<file path="src/rtl/uart_tx_arbiter.sv">
`default_nettype none
// +--------------------------------------------------------------------------+
// | uart_tx_arbiter: frame-granular round-robin share of one uart_tx          |
// | Revision: 1.0                                                             |
// +--------------------------------------------------------------------------+
module uart_tx_arbiter #(
  parameter int NUM_REQ    = 4,
  parameter int DATA_WIDTH = 8,
  parameter int MAX_FRAME  = 64,
  parameter int TIMEOUT    = 1024
) (
  input  logic                          clk,
  input  logic                          rst,
  input  logic                          cfg_en_i,
  input  logic [NUM_REQ-1:0]            req_valid_i,
  input  logic [NUM_REQ*DATA_WIDTH-1:0] req_data_i,
  input  logic [NUM_REQ-1:0]            req_last_i,
  output logic [NUM_REQ-1:0]            req_ready_o,
  output logic [DATA_WIDTH-1:0]         tx_data_o,
  output logic                          tx_valid_o,
  input  logic                          tx_ready_i,
  output logic [NUM_REQ-1:0]            grant_o,
  output logic                          busy_o,
  output logic                          timeout_o
);

  localparam int IDX_W = $clog2(NUM_REQ);
  localparam int CNT_W = $clog2(MAX_FRAME + 1);
  localparam int STL_W = $clog2(TIMEOUT);

  typedef enum logic [0:0] {
    IDLE = 1'b0,
    LOCK = 1'b1
  } state_e;

  state_e               state_q, state_d;
  logic [NUM_REQ-1:0]   grant_q, grant_d;
  logic [IDX_W-1:0]     gidx_q, gidx_d;
  logic [IDX_W-1:0]     rr_ptr_q, rr_ptr_d;
  logic [CNT_W-1:0]     byte_cnt_q, byte_cnt_d;
  logic [STL_W-1:0]     stall_cnt_q, stall_cnt_d;
  logic                 timeout_q, timeout_d;

  logic                 win_found;
  logic [IDX_W-1:0]     win_idx;
  logic [IDX_W:0]       cand;
  logic [IDX_W-1:0]     next_ptr;
  logic                 g_valid;
  logic                 g_last;
  logic                 beat;
  logic                 rel;

  // Rotating priority search starting at rr_ptr; one extra bit absorbs the wrap.
  always_comb begin
    win_found = 1'b0;
    win_idx   = '0;
    cand      = '0;
    for (int k = 0; k < NUM_REQ; k++) begin
      cand = {1'b0, rr_ptr_q} + (IDX_W+1)'(k);
      if (cand >= (IDX_W+1)'(NUM_REQ)) begin
        cand = cand - (IDX_W+1)'(NUM_REQ);
      end
      if (!win_found && req_valid_i[cand[IDX_W-1:0]]) begin
        win_found = 1'b1;
        win_idx   = cand[IDX_W-1:0];
      end
    end
  end

  assign g_valid  = req_valid_i[gidx_q];
  assign g_last   = req_last_i[gidx_q];
  assign beat     = (state_q == LOCK) && g_valid && tx_ready_i;
  assign next_ptr = (gidx_q == IDX_W'(NUM_REQ - 1)) ? '0 : gidx_q + IDX_W'(1);

  always_comb begin
    tx_valid_o  = 1'b0;
    tx_data_o   = '0;
    req_ready_o = '0;
    if (state_q == LOCK) begin
      tx_valid_o          = g_valid;
      tx_data_o           = req_data_i[gidx_q*DATA_WIDTH +: DATA_WIDTH];
      req_ready_o[gidx_q] = tx_ready_i;
    end
  end

  always_comb begin
    state_d     = state_q;
    grant_d     = grant_q;
    gidx_d      = gidx_q;
    rr_ptr_d    = rr_ptr_q;
    byte_cnt_d  = byte_cnt_q;
    stall_cnt_d = stall_cnt_q;
    timeout_d   = 1'b0;
    rel         = 1'b0;
    case (state_q)
      IDLE: begin
        if (cfg_en_i && win_found) begin
          state_d     = LOCK;
          gidx_d      = win_idx;
          grant_d     = NUM_REQ'(1) << win_idx;
          byte_cnt_d  = '0;
          stall_cnt_d = '0;
        end
      end
      LOCK: begin
        // Back-pressure with valid high is not a stall.
        stall_cnt_d = g_valid ? '0 : stall_cnt_q + STL_W'(1);
        if (beat) begin
          byte_cnt_d = byte_cnt_q + CNT_W'(1);
          if (g_last || (byte_cnt_q == CNT_W'(MAX_FRAME - 1))) begin
            rel = 1'b1;
          end
        end else if (!g_valid && (stall_cnt_q == STL_W'(TIMEOUT - 1))) begin
          rel       = 1'b1;
          timeout_d = 1'b1;
        end
        if (rel) begin
          state_d  = IDLE;
          grant_d  = '0;
          rr_ptr_d = next_ptr;
        end
      end
      default: state_d = IDLE;
    endcase
  end

  always_ff @(posedge clk or negedge rst) begin
    if (!rst) begin
      state_q     <= IDLE;
      grant_q     <= '0;
      gidx_q      <= '0;
      rr_ptr_q    <= '0;
      byte_cnt_q  <= '0;
      stall_cnt_q <= '0;
      timeout_q   <= 1'b0;
    end else begin
      state_q     <= state_d;
      grant_q     <= grant_d;
      gidx_q      <= gidx_d;
      rr_ptr_q    <= rr_ptr_d;
      byte_cnt_q  <= byte_cnt_d;
      stall_cnt_q <= stall_cnt_d;
      timeout_q   <= timeout_d;
    end
  end

  assign grant_o   = grant_q;
  assign busy_o    = (state_q == LOCK);
  assign timeout_o = timeout_q;

endmodule
`default_nettype wire

</file>
<file path="config.mk">
export PLATFORM = sky130hd
export DESIGN_NAME = uart_tx_arbiter
export DESIGN_NICKNAME = d
export VERILOG_FILES = /design/src/rtl/uart_tx_arbiter.sv
export SDC_FILE = /design/constraint.sdc
export NUM_CORES = 1
export LEC_CHECK = 0
export BUFFER_PORTS_ARGS = -buffer_cell sky130_fd_sc_hd__buf_4
export CORE_UTILIZATION = 49
export CTS_CLUSTER_DIAMETER = 40
export DETAILED_ROUTE_END_ITERATION = 7
export PLACE_DENSITY_LB_ADDON = 0.3
export SLEW_MARGIN = 5
export SYNTH_ARGS = -nofsm -noshare
export SYNTH_HDL_FRONTEND = slang
export SYNTH_SLANG_ARGS = --single-unit
</file>
<file path="constraint.sdc">
create_clock -name clk -period 2.3 [get_ports clk]
set_input_delay 0.23 -clock clk [delete_from_list [all_inputs] [get_ports clk]]
set_output_delay 0.23 -clock clk [all_outputs]
set_load 0.05 [all_outputs]
</file>
==> summary.md <==
| Metric | Value |
|---|---|
| Status | `completed` |
| Post-Route WL | `4.14 mm` |
| Clock tree root buffer cell | `clkbuf_4` |
| PostCTS Resize Cnt | `0` |
| # fillers | `285` |
| Routed len/inst | `about 15 um` |
| Hold depth | `3` |
| Dpl hpwl | `roughly 3.3 mm` |
| CP top delay family | `multiplexers` |
| R2R cell count | `4` |
| Final Cell Area | `approximately 0.0023 mm2` |
| Pin count of the biggest net entering global routing | `28` |
| DR pass1 iterations | `4` |
| Cell mode on critical path | `buf_4` |
| Seq/Total Area, Yosys | `0.387` |
| Vias/cell | `around 5.5` |
| Antenna viol nets, final | `0` |
| Pins over their slew limit | `0` |
| Die area | `0.00381 mm2` |
| Skew final | `between 0.002 and 0.003 ns` |
| CTS Sinks | `27` |
| Crit-path max FO | `5` |
| Syn Inst Count | `about 170` |
| H-tree depth | `1` |
| Syn_nets | `222` |
| Worst Path Buf+Inv | `2` |
| CP startpoint kind | `flip-flop` |
| Number of cells on the critical path | `4` |
| Clk_lat worst skew | `0.32 ns` |
| Post-synth EDFFs | `0` |
| Clock-pin slew on the worst setup and hold paths | `between 0.1 and 0.15 ns` |
| Cell Pwr Density | `roughly 1200 mW/mm2` |
| Max-cap viol count | `0` |
| CP Class | `reg -> out` |
| Final cell count without fillers | `283` |
| Synth unique cells | `42` |
| # placed instances | `between 200 and 300` |
| Slew headroom | `0.569` |
| TritonCTS buffer count | `3` |
| Area Growth Syn to Fin | `32.3%` |
| Crit end category | `output pin` |
| Clock Tree Buf Depth | `2` |
| First DRT Iteration DRCs | `roughly 130` |
| Initial Utilization | `0.516` |
| Die W | `slightly above 60 um` |
| ANT cells | `0` |
| Overall Power | `2.75 mW` |
| Register area | `a little under 700 um2` |
| DR DRC count | `0` |
| Req. time, crit path | `2.07 ns` |
| Critical path's slowest cell | `mux4_1` |
| CP arrival | `approximately 1.9 ns` |
| Slowest Stage Delay on Critical Path | `0.56 ns` |
| Synth Cell Area | `0.00175 mm2` |
| Fin crit share | `0.926` |
| Rows | `21` |
| First-pass GRT wire length | `6.73 mm` |
| #FFs+latches synth | `27` |
| Global route overflow | `0` |
| Ys async rst share | `1.00` |
| Post-synth top flop | `dfrtp_1` |
| Multi-input gate area | `~0.0010 mm2` |
| Die H | `61.7 um` |
| Final hold violations | `0` |
| Layout cells sized above 1 | `0.363` |
| RePlAce Congestion | `a little under 0.9` |
| Final setup vio count | `0` |
| Initial antenna violation count | `0` |
| Vias in the first global route | `1414` |
| NumNets Final | `288` |
| Gr usage total | `0.244` |
| Final min period | `about 2.1 ns` |
| Fmax | `470 MHz` |
| P_leak | `1.11 nW` |
| Worst Max-Slew Pin Slew | `between 0.6 and 0.7 ns` |
| Syn Area/Cell | `10.2 um2` |
| Post-Place Cell Area | `0.00228 mm2` |
| RSZ-0062 raised after global routing | `false` |
| Worst-path cell chain | `buf_4 > mux4_1 > and2_1 > buf_4` |
| CTS tree | `built` |
| Worst Hold Class | `in -> reg` |
| Via count | `1556` |
| Core Area | `approximately 0.0034 mm2` |
| Setup tns final | `0 ns` |
| Synth warnings | `0` |
| Worst vdd ir | `between 800 and 900 uV` |
| Port Buf Inserts | `62` |
| # Post-CTS Setup Buffers | `0` |
| Top Ports | `63` |
cells in the final DEF (no fill, tap or decap), types with 6 or more instances in the layout:
master,count
nand2_1,16
buf_4,67
mux4_2,9
nor2_1,15
dfrtp_1,27
a22o_1,6
and3_1,7
and2_1,11
o21ai_0,9
ha_1,6
report_power, final:
group / internal [mW] / switching, mW
logic: 0.732 / 1.09
clock network: 0.0680 / 0.136
registers: 0.596 / 0.135
routing by layer:
layer	share of wire	wire length (um)	GRT usage
met3	0.052	215	0.0497
met5	0	0	0
met2	0.48	1990	0.375
met4	0.0034	14	0.0603
met1	0.46	1920	0.355
flip-flops by register name, indices dropped and copies added, names as in the netlist:
register and cells:
byte_cnt_q 7, gidx_q 2, grant_o 4, busy_o 1, rr_ptr_q 2, timeout_o 1, stall_cnt_q 10
cell type report:
cell class / instances / area share
timing repair buffer: 68 / 0.222
tap: 46 / 0.0249
multi-input combinational: 133 / 0.442
clock buffer: 4 / 0.0114
inverter: 5 / 0.00812
sequential: 27 / 0.292
worst register-to-register path: cells and delay by family, from the launching register on:
kind	cells	cell delay, ns
simple gates	1	0.21
compound gates	1	0.31
flops	1	0.46
mux	2	0.94
final timing paths:
kind	start	slack, ns	endpoint
setup / recovery	gidx_q[0]	0.17	tx_data_o[7]
hold / removal	req_valid_i[3]	0.31	grant_o[1]
setup reg to reg	gidx_q[0]	0.29	rr_ptr_q[1]
hold reg to reg	stall_cnt_q[9]	0.54	stall_cnt_q[9]
max in group asynchronous	rst	1.71	stall_cnt_q[2]
min in group asynchronous	rst	0.34	gidx_q[0]
stage by stage:
step | hold WS (ns) | util | worst slack (ns)
CTS | 0.291 | 0.682 | 0.143
detailed placement | 0.166 | 0.671 | 0.314
global route | 0.303 | 0.682 | 0.0684
finish | 0.306 | 0.682 | 0.171
floorplan | -0.0656 | - | 0.320
global placement | 0.160 | 0.671 | 0.365
timing repair:
action                                  4_1_cts  5_1_grt
endpoints found under the setup margin        0        0
hold endpoints to repair                     27        0
hold buffers                                  1        0
synthesized netlist by cell type (all sizes together) (3+ instances only):
cell / count / area [um2]
a21o: 4 / 30.0
nand2: 16 / 60.1
o22ai: 3 / 18.8
clkbuf: 3 / 11.3
xnor2: 3 / 26.3
dfrtp: 27 / 676
mux4: 10 / 229
nor3: 3 / 15.0
and3: 7 / 43.8
a21oi: 4 / 20.0
a22o: 6 / 52.6
inv: 5 / 18.8
nor2: 15 / 56.3
nand3: 5 / 25.0
buf: 4 / 21.3
nand2b: 4 / 25.0
and2: 12 / 77.6
mux2: 3 / 41.3
o21ai: 9 / 45.0
xor2: 3 / 26.3
ha: 6 / 75.1
cells by family after synthesis:
logic type               count (synthesis)  share of synthesized area
AO/OA/AOI/OAI                           34                      0.135
XOR/XNOR                                 6                     0.0301
adder cells (fa/ha/maj)                  6                     0.0429
buffers and inverters                   12                     0.0293
flip-flops                              27                      0.387
multiplexers                            14                      0.160
AND/OR/NAND/NOR                         73                      0.215
No activity file was read; power rests on OpenSTA's default activity.
